File: src/rtl/booth_pkg.sv
// Shared definitions for the Booth MAC accumulator: FSM states, defaults, accumulator sizing.
package booth_pkg;

  typedef enum logic [1:0] {IDLE, ACCUM, DONE} state_t;

  localparam int DEF_BITS  = 8;
  localparam int DEF_TERMS = 4;

  // Wide enough that TERMS full-scale products can never overflow.
  function automatic int acc_width(input int bits, input int terms);
    return 2 * bits + $clog2(terms);
  endfunction

endpackage

File: src/rtl/booth_mac_sat.sv
// Combinational clamp of the wide sum into the signed 2*BITS range, with a clip flag.
module booth_mac_sat #(
  parameter int BITS  = 8,
  parameter int ACC_W = 18
) (
  input  logic signed [ACC_W-1:0] sum,
  output logic signed [ACC_W-1:0] clamped,
  output logic                    clip
);

  localparam int PW = 2 * BITS;
  localparam logic signed [ACC_W-1:0] MAXV = {{(ACC_W-PW+1){1'b0}}, {(PW-1){1'b1}}};
  localparam logic signed [ACC_W-1:0] MINV = {{(ACC_W-PW+1){1'b1}}, {(PW-1){1'b0}}};

  always_comb begin
    clamped = sum;
    clip    = 1'b0;
    if (sum > MAXV) begin
      clamped = MAXV;
      clip    = 1'b1;
    end else if (sum < MINV) begin
      clamped = MINV;
      clip    = 1'b1;
    end
  end

endmodule

File: src/rtl/booth_mac_acc.sv
// Accumulates TERMS signed products from the Booth multiplier into one widened sum.
// Optional output clamp and sat flag enabled by defining BOOTH_MAC_SAT_EN.
module booth_mac_acc
  import booth_pkg::*;
#(
  parameter  int BITS  = DEF_BITS,
  parameter  int TERMS = DEF_TERMS,
  localparam int ACC_W = acc_width(BITS, TERMS),
  localparam int CNT_W = $clog2(TERMS + 1)
) (
  input  logic                    clk,
  input  logic                    rst,
  input  logic                    start,
  input  logic                    p_valid,
  output logic                    p_ready,
  input  logic signed [2*BITS-1:0] p_data,
  output logic                    acc_valid,
  input  logic                    acc_ready,
  output logic signed [ACC_W-1:0] acc_out,
  output logic                    busy,
  output logic [CNT_W-1:0]        term_cnt
`ifdef BOOTH_MAC_SAT_EN
  ,
  output logic                    sat
`endif
);

  state_t                  state;
  logic signed [ACC_W-1:0] acc;
  logic [CNT_W-1:0]        cnt;
  logic                    last;

  assign last = (cnt == CNT_W'(TERMS - 1));

  always_ff @(posedge clk) begin
    if (rst) begin
      state <= IDLE;
      acc   <= '0;
      cnt   <= '0;
    end else begin
      case (state)
        IDLE: begin
          if (start) begin
            state <= ACCUM;
            acc   <= '0;
            cnt   <= '0;
          end
        end
        ACCUM: begin
          // A restart wins over a same-cycle product, which is dropped.
          if (start) begin
            acc <= '0;
            cnt <= '0;
          end else if (p_valid) begin
            acc <= acc + ACC_W'(p_data);
            cnt <= cnt + 1'b1;
            if (last) state <= DONE;
          end
        end
        DONE: begin
          if (acc_ready) state <= IDLE;
        end
        default: state <= IDLE;
      endcase
    end
  end

  assign p_ready   = (state == ACCUM);
  assign acc_valid = (state == DONE);
  assign busy      = (state != IDLE);
  assign term_cnt  = cnt;

`ifdef BOOTH_MAC_SAT_EN
  logic signed [ACC_W-1:0] clamped;
  logic                    clip;

  booth_mac_sat #(.BITS(BITS), .ACC_W(ACC_W)) u_sat (
    .sum     (acc),
    .clamped (clamped),
    .clip    (clip)
  );

  // Only the presented result is clamped; the running sum stays full width.
  assign acc_out = acc_valid ? clamped : acc;
  assign sat     = acc_valid & clip;
`else
  assign acc_out = acc;
`endif

endmodule

File: config.mk
export PLATFORM = sky130hd
export DESIGN_NAME = booth_mac_acc
export DESIGN_NICKNAME = d
export VERILOG_FILES = /design/src/rtl/booth_pkg.sv /design/src/rtl/booth_mac_sat.sv /design/src/rtl/booth_mac_acc.sv
export SDC_FILE = /design/constraint.sdc
export NUM_CORES = 1
export LEC_CHECK = 0
export CAP_MARGIN = 10
export CORE_ASPECT_RATIO = 1.4
export CORE_MARGIN = 2
export CORE_UTILIZATION = 52
export DETAILED_ROUTE_END_ITERATION = 8
export GPL_TIMING_DRIVEN = 0
export PLACE_DENSITY = 0.85
export SLEW_MARGIN = 20
export SYNTH_ARGS = -nofsm -noshare
export SYNTH_HDL_FRONTEND = slang
export SYNTH_HIERARCHICAL = 1
export SYNTH_SLANG_ARGS = --single-unit
File: constraint.sdc
create_clock -name clk -period 3.6 [get_ports clk]
set_clock_uncertainty 0.15 [all_clocks]
set_input_delay 0.54 -clock clk [delete_from_list [all_inputs] [get_ports clk]]
set_output_delay 0.54 -clock clk [all_outputs]
set_load 0.01 [all_outputs]
**Yosys cells after proc, flatten, opt, wreduce, memory -nomap -nowiden**

Index checks and enable logic that the tools add are counted.

- Bits in registers: 23
- Bits of input ports: 21
- Output and inout bits: 24
- Word-level logic and storage cells: 33

- $add $sub $neg: 2
- Eq/ne operators: 9
- Mux-type cells: 14
- Reduce and logical (&&, ||, !) cells: 5

Operator list:

| cell | number |
|---|---|
| 2-to-1 mux 18 bit | 3 |
| one-hot mux 18 bit (2 select lines) | 1 |
| adder 18 x 16 -> 18 bit | 1 |
| 2-to-1 mux 2 bit | 5 |
| 2-to-1 mux 3 bit | 3 |
| inequality test 2 bit (second input constant) | 3 |
| one-hot mux 2 bit (3 select lines) | 1 |
| one-hot mux 3 bit (2 select lines) | 1 |
| AND reduction 5 bit | 1 |
| inequality test 2 x 1 -> 1 bit (second input constant) | 2 |
| nonzero test 2 bit | 2 |
| adder 3 x 1 -> 3 bit (second input constant) | 1 |
| equality test 3 x 2 -> 1 bit (second input constant) | 1 |
| inequality test 3 bit (second input constant) | 1 |
| AND reduction 3 bit | 1 |
| equality test 2 x 1 -> 1 bit (second input constant) | 1 |
| equality test 2 bit (second input constant) | 1 |
| logical NOT 2 bit | 1 |

**Depth between registers and ports, before layout**

- Depth in word-level cells: 5
- Depth in mapped cells: 10

**Worst setup path after synthesis**

OpenSTA, ideal clock, no wires.

- Kind: input port to flip-flop
- Start point: in p_data[3]
- End point: reg acc[11] (netlist: acc_out[11])
- Data arrival time: 2191 ps
- Slack: 1134 ps
- Stages: 8
- Path buffers: 0
- Cells stage by stage: ha_1 a21oi_2 o22ai_2 a2111oi_4 o31ai_4 a311oi_1 xor2_1 o21ai_1

- Word-level cells in the longest chain between the ends: 4

Ends and longest elaborated chain:

| what | line | RTL |
|---|---|---|
| start, declared | booth_mac_acc.sv:16 | `input logic signed [2*BITS-1:0] p_data,` |
| adder 18 x 16 -> 18 bit | booth_mac_acc.sv:55 | `acc <= acc + ACC_W'(p_data);` |
| 2-to-1 mux 18 bit | booth_mac_acc.sv:54 | `end else if (p_valid) begin` |
| 2-to-1 mux 18 bit | booth_mac_acc.sv:51 | `if (start) begin` |
| one-hot mux 18 bit (2 select lines) | booth_mac_acc.sv:41 | `case (state)` |
| end signal, assigned | booth_mac_acc.sv:55 |  |
| end, declared | booth_mac_acc.sv:29 | `logic signed [ACC_W-1:0] acc;` |

No other way between the ends. The select of a mux whose other input is x is not followed.
A chain may end at the register's enable or synchronous reset.

**Final worst setup path**

- Start point: in p_data[0]
- End point: reg acc[16] (netlist: acc_out[16])

The elaborated chain is that of the path after synthesis.

==> flow_summary.ini <==
[floorplan]
core_sq_mm = 0.00309
die-area_sq_mm = 0.00372
die_x_microns = 52.1
initial_utilization_pct = 54.5
die_y_microns = 71.4
num_rows = 24
ioPinCount = 45

[power]
p_per_area_mw_per_mm2 = 253
peakVddDrop_v = 0.000222
finalPower_w = 0.000560
p_leak_nw = 0.888

[placed_design]
dp.final_hpwl_microns = 3030
dp.cells = 289
place.gp.congestion = 0.848
io_buffer_count = 43
pre_cts_slack_ns = 0.393

[yosys]
synth_area_sq_mm = 0.00169
ys_ff_latch = 23
synthArstFlopShare_pct = 0
avgSynthCellArea_sq_um = 8.15
synth-seq-area-share_pct = 27.3
ys_warn_count = 6
synth_edf_count = 0
synth-main-ff-cell = dfxtp_1
syn_nets = 248
yosysUniqueCellTypes = 43
synthCells = 207

[cells_and_area]
nets = 296
fin_cells = 293
syn_to_final_growth_pct = 31.2
num-fill-cells = 286
n_antenna_cell = 0
layout-drive-gt1-share_pct = 5.51

[routing]
wl_per_cell_microns = 13.1
drcViolationCount = 0
dr.pass1.iters = 4
detail-route-antenna-nets = 0
wirelength_microns = 3850
vias = 1657
drt-initial-drc-count = 27
viasPerCell = 5.66

[clock_network]
cts_tree = built
post-cts-setup-buffer-count = 0
htree_levels = 1
cts.sinks = 23
cts-root-buf = clkbuf_8
worstSkewPairLatency_ns = 0.27
ctsHoldBuffers = 0
cts_made_buffers = 3
clk_path_buf_depth = 2
cts_resized = 0
clkTransAtPathRegs_ns = 0.09

[critical_path]
crit_start = p_data[0]
critPathKind = in -> reg
cp.required_ns = 3.60
reg2reg_depth = 10
critPathCaptureType = flop
crit_path_end = acc_out[16]
worstPathMaxFanout = 3
critical_path_arrival_ns = 2.91
reg2reg_from = acc_out[0]
worst_setup_path_start_kind = input pin
reg2reg_slack_ns = 1.02
rr_endpoint = acc_out[16]

[timing]
rsz0062_at_grt = false
worst_slew_pin_slew_ns = 0.769
tns_ns = 0
timing.max_slew.rel_slack_pct = 48.5
max_freq_mhz = 344
hold_ws_ns = 0.321
setup_viol = 0
period_minus_slack_ns = 2.91
layout_setup_ws_ns = 0.690
finalHoldViolCount = 0
slew_viol_final = 0
fin_crit_sh_pct = 80.8

[grt]
grt_antenna_before_repair = 0
grt_start_max_net_pins = 14
grt_usage_pct = 22.0
grt_pass1_vias = 1605
grt_first_pass_wirelength_microns = 6470
overflow = 0

[hold_path]
hp-start = acc_out[13]
hp-class = reg -> reg

[run_status]
run_status = completed

[flow_run]
maxCapViolCount = 0
## cells in the final DEF, fill, tap and decap left out, types with 2 or more instances in the layout
master	n
nand2b_1	2
nand3b_1	2
dfxtp_1	23
o21ai_0	13
xnor2_1	7
clkbuf_1	5
or2_2	3
a22oi_1	2
a32oi_1	3
a21oi_1	21
ha_1	19
and2_1	2
a31oi_1	3
nor3_1	4
nor2b_1	5
nor2_1	19
clkdlybuf4s50_1	43
o21ai_1	3
nand2_1	21
a21oi_2	2
clkbuf_8	3
nand3_1	6
a21o_1	5
inv_1	10
o21a_1	2
xor2_1	6
## stage by stage
| step | area [sq um] | utilization (%) |
|---|---|---|
| 5_1_grt | 2210 | 71.5 |
| 2_1_floorplan | 1690 | - |
| 3_5_place_dp | 2170 | 70.0 |
| 6_report | 2210 | 71.5 |
| 3_3_place_gp | 2170 | 70.0 |
| 4_1_cts | 2210 | 71.5 |
## layer usage
layer | vias up | global-route usage (%) | share of wire, %
met2 | 42 | 40.5 | 52
met5 | - | 0 | 0
li1 | 838 | - | -
met1 | 770 | 26.1 | 42
met4 | 0 | 8.55 | 2.2
met3 | 7 | 1.25 | 3.5
## how the worst min path moves through the flow
stage / to / cells after the start
6_report: acc_out[13] / 2
4_1_cts: acc_out[13] / 2
5_1_grt: acc_out[2] / 2
3_3_place_gp: acc_out[13] / 2
3_5_place_dp: acc_out[13] / 2
2_1_floorplan: state[0] / 1
## kinds of logic after synthesis
kind of cell / Yosys count / share of synthesized area, %
XOR/XNOR: 13 / 6.75
multiplexers: 1 / 0.593
buffers and inverters: 15 / 3.34
flip-flops: 23 / 27.3
AO/OA/AOI/OAI: 66 / 27.4
adder cells (fa/ha/maj): 20 / 15.3
AND/OR/NAND/NOR: 69 / 19.3
## state kept, by name (all words and copies together) (netlist names)
| name | count |
|---|---|
| acc_out | 18 |
| state | 2 |
| term_cnt | 3 |
## report_power, final
group	switching, W	leakage (nW)	internal (W)	total (W)
Clock	0.0000913	0.0255	0.0000777	0.000169
Sequential	0.00000477	0.186	0.000260	0.000264
Combinational	0.0000633	0.676	0.0000636	0.000127
Total	0.000159	0.888	0.000401	0.000560
## cell type report
class | instances | area (sq um) | share of cell area, %
Multi-Input combinational cell | 169 | 1170 | 52.9
Sequential cell | 23 | 460 | 20.8
Timing Repair Buffer | 43 | 430 | 19.5
Tap cell | 39 | 48.8 | 2.21
Clock buffer | 3 | 41.3 | 1.87
Inverter | 10 | 37.5 | 1.70
Buffer | 5 | 18.8 | 0.848
Clock inverter | 1 | 5.00 | 0.226
## worst max-delay path, stage by stage
cell and delay, ns:
clkdlybuf4s50_1 0.47, ha_1 0.18, inv_1 0.06, fa_1 0.39
nor2b_1 0.18, o31ai_1 0.14, a21oi_1 0.32, a31oi_1 0.17
o21ai_0 0.24, xnor2_1 0.14, o21ai_0 0.08
## cell usage after synthesis, types with 2 or more instances
cell type,count,area [sq um]
or2_2,3,18.8
inv_1,10,37.5
dfxtp_1,23,460
clkbuf_1,5,18.8
nor3_1,4,20.0
o21ai_1,3,15.0
o21ai_0,13,65.1
a32oi_1,3,26.3
nor2_1,19,71.3
a22oi_1,2,15.0
a21o_1,5,37.5
nand3b_1,2,15.0
nand2b_1,2,12.5
nand2_1,21,78.8
nor2b_1,5,31.3
o21a_1,2,15.0
nand3_1,6,30.0
a21oi_1,21,105
xnor2_1,7,61.3
a21oi_2,2,17.5
and2_1,2,12.5
xor2_1,6,52.6
a31oi_1,3,18.8
ha_1,19,238
Power figures use the tool's default switching activity.
